File: config.mk
export PLATFORM = sky130hd
export DESIGN_NAME = fir_sum_pipe_flat
export DESIGN_NICKNAME = d
export VERILOG_FILES = /design/src/rtl/fir_sum_pipe_if.sv /design/src/rtl/fir_sum_pipe.sv /design/src/flat_wrapper.sv
export SDC_FILE = /design/constraint.sdc
export NUM_CORES = 1
export LEC_CHECK = 0
export CELL_PAD_IN_SITES_DETAIL_PLACEMENT = 0
export CELL_PAD_IN_SITES_GLOBAL_PLACEMENT = 1
export CORE_UTILIZATION = 44
export DETAILED_ROUTE_END_ITERATION = 12
export PLACE_DENSITY_LB_ADDON = 0.1
export SETUP_SLACK_MARGIN = 0.1
export SLEW_MARGIN = 20
export SYNTH_ARGS = -nofsm -noshare
export SYNTH_HDL_FRONTEND = slang
export SYNTH_SLANG_ARGS = --single-unit
File: constraint.sdc
create_clock -name clk -period 3.15 [get_ports clk]
set_input_delay 0.4725 -clock clk [delete_from_list [all_inputs] [get_ports clk]]
set_output_delay 0.4725 -clock clk [all_outputs]
set_load 0.005 [all_outputs]
File: src/rtl/fir_sum_pipe_if.sv
// Stream bundle for fir_sum_pipe: sample input handshake plus window-sum output handshake.
// The master side is the sample source / downstream sink pair; the slave side is the filter.
// out_sum is a raw OW-bit pattern. When FIR_SIGNED_EN is defined it is read as two's complement.
interface fir_sum_pipe_if #(
    parameter int W    = 16,
    parameter int TAPS = 4
);
    localparam int OW = W + $clog2(TAPS);

    logic          in_valid;
    logic          in_ready;
    logic [W-1:0]  in_data;
    logic          out_valid;
    logic          out_ready;
    logic [OW-1:0] out_sum;

    modport master (
        output in_valid,
        output in_data,
        output out_ready,
        input  in_ready,
        input  out_valid,
        input  out_sum
    );

    modport slave (
        input  in_valid,
        input  in_data,
        input  out_ready,
        output in_ready,
        output out_valid,
        output out_sum
    );
endinterface

File: src/rtl/fir_sum_pipe.sv
// fir_sum_pipe: TAPS-deep unweighted moving-window sum of a W-bit sample stream.
// Pipeline stages are the tap chain, then one register per adder-tree level, then a
// registered output. The first sum appears 1 + $clog2(TAPS) edges after the accept edge.
// The whole pipeline advances together and freezes while the output is stalled.
// Build option FIR_SIGNED_EN: when defined, samples are two's complement and are
// sign-extended into the tree. When undefined (the default), samples are zero-extended.
module fir_sum_pipe #(
    parameter int W    = 16,
    parameter int TAPS = 4
) (
    input  logic          clk,
    input  logic          reset_n,
    input  logic          flush,
    fir_sum_pipe_if.slave bus
);
    localparam int OW    = W + $clog2(TAPS);
    localparam int L     = $clog2(TAPS);
    localparam int NLEAF = 1 << L;
    localparam int CW    = $clog2(TAPS + 1);
    localparam logic [CW-1:0] TAPS_C = CW'(TAPS);

    // Every node is carried at full output width. That makes the result exact at each
    // level without needing per-level width bookkeeping.
    function automatic logic [OW-1:0] ext(input logic [W-1:0] x);
`ifdef FIR_SIGNED_EN
        return {{(OW - W){x[W-1]}}, x};
`else
        return {{(OW - W){1'b0}}, x};
`endif
    endfunction

    logic [W-1:0]  taps_q [TAPS];
    logic [CW-1:0] cnt_q;
    logic [CW-1:0] cnt_d;
    logic          win_full_d;

    // The tree uses heap indexing. Node i has children 2i and 2i+1, and the root is node 1.
    // Indices NLEAF/2..NLEAF-1 form the first level and are fed directly from the leaves.
    logic [OW-1:0] leaf   [NLEAF];
    logic [OW-1:0] node_q [1:NLEAF-1];
    logic [L:0]    vld_q;

    logic          out_valid_q;
    logic [OW-1:0] out_sum_q;

    logic stall;
    logic in_ready;
    logic accept;
    logic clear;

    assign stall    = out_valid_q && !bus.out_ready;
    assign in_ready = reset_n && !flush && !stall;
    assign accept   = bus.in_valid && in_ready;
    assign clear    = !reset_n || flush;

    assign bus.in_ready  = in_ready;
    assign bus.out_valid = out_valid_q;
    assign bus.out_sum   = out_sum_q;

    // The fill counter saturates at TAPS. Only an accept that completes the window yields a valid sum.
    always_comb begin
        cnt_d      = (cnt_q == TAPS_C) ? TAPS_C : cnt_q + 1'b1;
        win_full_d = (cnt_d == TAPS_C);
    end

    // Leaves come from the tap chain. Leaves past TAPS are padded with zero.
    always_comb begin
        for (int i = 0; i < NLEAF; i++) begin
            leaf[i] = '0;
        end
        for (int i = 0; i < TAPS; i++) begin
            leaf[i] = ext(taps_q[i]);
        end
    end

    // Tap chain and fill counter: both move only on an accepted sample, and are cleared by reset or flush.
    always_ff @(posedge clk) begin
        if (clear) begin
            cnt_q <= '0;
            for (int i = 0; i < TAPS; i++) begin
                taps_q[i] <= '0;
            end
        end else if (accept) begin
            cnt_q     <= cnt_d;
            taps_q[0] <= bus.in_data;
            for (int i = 1; i < TAPS; i++) begin
                taps_q[i] <= taps_q[i-1];
            end
        end
    end

    // Adder tree and its valid pipeline: advance whenever not stalled. A non-accept cycle enters as a bubble.
    always_ff @(posedge clk) begin
        if (clear) begin
            vld_q <= '0;
            for (int i = 1; i < NLEAF; i++) begin
                node_q[i] <= '0;
            end
        end else if (!stall) begin
            vld_q <= {vld_q[L-1:0], accept && win_full_d};
            for (int i = NLEAF / 2; i < NLEAF; i++) begin
                node_q[i] <= leaf[2*i - NLEAF] + leaf[2*i - NLEAF + 1];
            end
            for (int i = 1; i < NLEAF / 2; i++) begin
                node_q[i] <= node_q[2*i] + node_q[2*i + 1];
            end
        end
    end

    // Registered output: holds steady while the downstream is not ready.
    always_ff @(posedge clk) begin
        if (clear) begin
            out_valid_q <= 1'b0;
            out_sum_q   <= '0;
        end else if (!stall) begin
            out_valid_q <= vld_q[L];
            out_sum_q   <= node_q[1];
        end
    end
endmodule

File: src/flat_wrapper.sv
// flat-port wrapper written by rule: the top's interface ports become plain ports
module fir_sum_pipe_flat 
#(
    parameter int W    = 16,
    parameter int TAPS = 4
)
  (clk, reset_n, flush, bus_in_valid, bus_in_data, bus_out_ready, bus_in_ready, bus_out_valid, bus_out_sum);
  fir_sum_pipe_if #(.W(W), .TAPS(TAPS)) bus_i ();
  input  logic clk;
  input  logic reset_n;
  input  logic flush;
  input wire logic [$bits(bus_i.in_valid)-1:0] bus_in_valid;
  input wire logic [$bits(bus_i.in_data)-1:0] bus_in_data;
  input wire logic [$bits(bus_i.out_ready)-1:0] bus_out_ready;
  output wire logic [$bits(bus_i.in_ready)-1:0] bus_in_ready;
  output wire logic [$bits(bus_i.out_valid)-1:0] bus_out_valid;
  output wire logic [$bits(bus_i.out_sum)-1:0] bus_out_sum;
  assign bus_i.in_valid = bus_in_valid;
  assign bus_i.in_data = bus_in_data;
  assign bus_i.out_ready = bus_out_ready;
  assign bus_in_ready = bus_i.in_ready;
  assign bus_out_valid = bus_i.out_valid;
  assign bus_out_sum = bus_i.out_sum;
  fir_sum_pipe #(.W(W), .TAPS(TAPS)) u_core (.clk(clk), .reset_n(reset_n), .flush(flush), .bus(bus_i));
endmodule
==> impl_metrics.tcl <==
set metrics [dict create \
    rsz0062_at_grt "no" \
    critPathMaxFanout 4 \
    crit_family "compound AO/OA/AOI/OAI gates" \
    p_per_area_nw_per_um2 561 \
    ctsResizeCount 0 \
    fp.dieW_um 130 \
    synth-seq-area-share_pct 54.9 \
    num_antenna_cells 0 \
    min_path_type "flop to flop" \
    critical_path.max_stage_delay_ns 0.41 \
    synthTopCellsByCount "edfxtp_1 (116), and3_1 (73), ha_1 (51)" \
    syn2layout_area_growth_pct 18.4 \
    dp_slack_ns 0.523 \
    clockRootBuffer "clkbuf_16" \
    ys.flop_type "edfxtp_1" \
    fillers 1455 \
    yosysTopAreaCellShare_pct 48.0 \
    leakage_uw 0.00380 \
    synth_fp_nets 705 \
    vias 4866 \
    timing.slew.headroom_pct 60.8 \
    initial_core_util_pct 45.4 \
    ant_nets 0 \
    antenna_found_initial 0 \
    clkPwrFrac_pct 46.2 \
    ys_warn_count 0 \
    fin_area_um2 8600 \
    synth-edff-count 116 \
    clk-insertion-delay-late_ns 0.42 \
    synth_most_common_cell "edfxtp_1" \
    yosysUniqueCellTypes 49 \
    synthTopCellsByArea "edfxtp_1 (48%), ha_1 (8.8%), dfxtp_1 (6.9%), and3_1 (6.3%), a21oi_1 (2.6%)" \
    port_buffers 40 \
    grt_start_max_net_pins 67 \
    drc 0 \
    tightest_slew_ns 0.585 \
    wl_mm 14.5 \
    grt_pass1_vias 4631 \
    drive_gt1_share_pct 8.33 \
    period_needed_ns 2.64 \
    cts_made_buffers 17 \
    grt_use_total_pct 18.2 \
    period_share_pct 83.9 \
    die_h_um 130 \
    crit_buf_inv 1 \
    fin_ws_ns 0.507 \
    setup.worst_path.start_class "flop" \
    avgSynthCellArea_um2 11.5 \
    drt_iter0_markers 237 \
    cts_max_level 4 \
    wl_per_cell_um 16.1 \
    path_cells "ha_1, fa_1, a21oi_1, o21ai_0, a221oi_1, buf_4, o211ai_1, a31oi_1, mux2i_1" \
    synth-seq-cells 141 \
    die_area_um2 17000 \
    cts_tree "built" \
    slew_viol_final 0 \
    crit_required_ns 3.31 \
    maxCapViolCount 0 \
    synthArstFlopShare_pct 0 \
    switching_share_pct 21.9 \
    critPathSlowestCell "edfxtp_1" \
    seq_power_share_pct 44.5 \
    worst_clock_skew_ns 0.00957 \
    cts.clk_slew.worst_paths_ns 0.06 \
    io_pins 41 \
    cp-end-kind "flop" \
    critPathKind "flop to flop" \
    finalHoldViolCount 0 \
    core-area_um2 16000 \
    post_cts_buffers 0 \
    fmax_mhz 378 \
    max-clock-path-buffers 2 \
    syn_inst 630 \
    firstDrtPassIters 5 \
    cts_sinks 141 \
    post_synth_instance_area_um2 7260 \
    grt_pass1_wl_mm 23.4 \
    p_switching_uw 1050 \
    setup_viol 0 \
    dp_hpwl_mm 9.91 \
    finalSetupTns_ns 0 \
    power_frac_comb_pct 9.3 \
    rows 46 \
    nets 746 \
    synth_largest_area_cell "edfxtp_1" \
    gp_congestion 0.800 \
    outcome "finished, final reports clean" \
    peakVddDrop_v 0.000408 \
    arrival_ns 2.80 \
    post_drt_via_cell_ratio 5.41 \
    place_area_um2 7920 \
    internal-power_uw 3770 \
    cts_hold_buf 0 \
    grt_overflow 0 \
]
final cells by class:
cell class	count	area [um^2]	share of cell area [%]
clock buffer	23	519	6.04
clock inverter	9	153	1.78
inverter	16	60.1	0.699
multi-input combinational	443	3090	36.0
sequential	141	3980	46.3
tap	216	270	3.14
timing repair buffer	52	515	6.00
routing by layer:
layer | track usage (%) | vias to the layer above | share of wire (%)
met2 | 28.8 | 100 | 46
met3 | 4.23 | 14 | 4.0
met4 | 6.96 | 0 | 1.6
met5 | 0 | - | 0
li1 | - | 2462 | -
met1 | 24.5 | 2290 | 48
flip-flops by register name, indices dropped and copies added (netlist names):
name                  flops
u_core.bus.out_sum       18
u_core.bus.out_valid      1
u_core.cnt_q              3
u_core.node_q            52
u_core.taps_q            64
u_core.vld_q              3
layout by cell type (no fill, tap or decap), drive strengths merged, types with 3 or more instances in the layout:
cell type      netlist  layout
a211oi               7       7
or3                  7       7
a31o                 3       3
xor2                 9       9
xnor2               19      19
edfxtp             116     116
mux2i                5       5
o211ai               5       5
o21a                 3       3
fa                   3       3
clkbuf              21      23
inv                 16      16
nand3               11      11
a31oi                9       9
a22o                20      20
clkinv               0       3
nand2               33      33
o2111ai              5       5
nor2b                7       7
nand2b               6       6
o21bai               4       4
nor2                45      45
o21ai               23      23
buf                  9      12
a21o                18      18
clkdlybuf4s50        0      40
nor3b                5       5
nor3                12      12
and3                73      73
bufinv               0       4
and4                 5       5
a21oi               37      37
nand4                4       4
dfxtp               25      25
ha                  51      51
worst reg2reg max path, stage by stage, from the launching register on:
cell	delay, ns
edfxtp_1	0.41
ha_1	0.23
fa_1	0.41
a21oi_1	0.25
o21ai_0	0.14
a221oi_1	0.29
buf_4	0.19
o211ai_1	0.10
a31oi_1	0.25
mux2i_1	0.11
through the flow:
| step | hold slack, ns | utilization, % | cells | power (uW) |
|---|---|---|---|---|
| floorplan | 0.422 | - | 630 | 2490 |
| global placement | 0.435 | 49.5 | 868 | 2620 |
| detailed placement | 0.439 | 49.5 | 868 | 2630 |
| CTS | 0.447 | 53.7 | 900 | 4870 |
| global route | 0.482 | 53.7 | 900 | 5010 |
| finish | 0.442 | 53.7 | 900 | 4820 |
power by group through the flow:
stage	clock (uW)	combinational [uW]	sequential, uW
after floorplan	0	317	2170
after global placement	0	440	2180
after detailed placement	0	446	2190
after CTS	2270	450	2150
after global routing	2360	501	2160
final	2230	448	2150
worst paths after layout:
kind	depth (start not counted)	endpoint	from	slack, ns
worst min-delay path	2	u_core.bus.out_valid$_SDFFE_PP0N_	u_core.vld_q[2]$_SDFFE_PP0N_	0.44
worst max-delay path	9	u_core.node_q[2][14]$_SDFFCE_PN0P_	u_core.taps_q[0][0]$_SDFFCE_PN0P_	0.51
worst min register to register	2	u_core.bus.out_valid$_SDFFE_PP0N_	u_core.vld_q[2]$_SDFFE_PP0N_	0.44
worst max register to register	9	u_core.node_q[2][14]$_SDFFCE_PN0P_	u_core.taps_q[0][0]$_SDFFCE_PN0P_	0.51
cells by family after synthesis:
| logic type | Yosys count | synth area share [%] |
|---|---|---|
| AOI/OAI and AO/OA | 142 | 13.2 |
| xor gates and xnor gates | 28 | 3.38 |
| adders and majority gates | 54 | 9.62 |
| buffers and inverters | 46 | 2.55 |
| DFF | 141 | 54.9 |
| muxes | 5 | 0.689 |
| and+or+nand+nor | 214 | 15.7 |
Note: power is estimated with default switching activity, not from simulation.
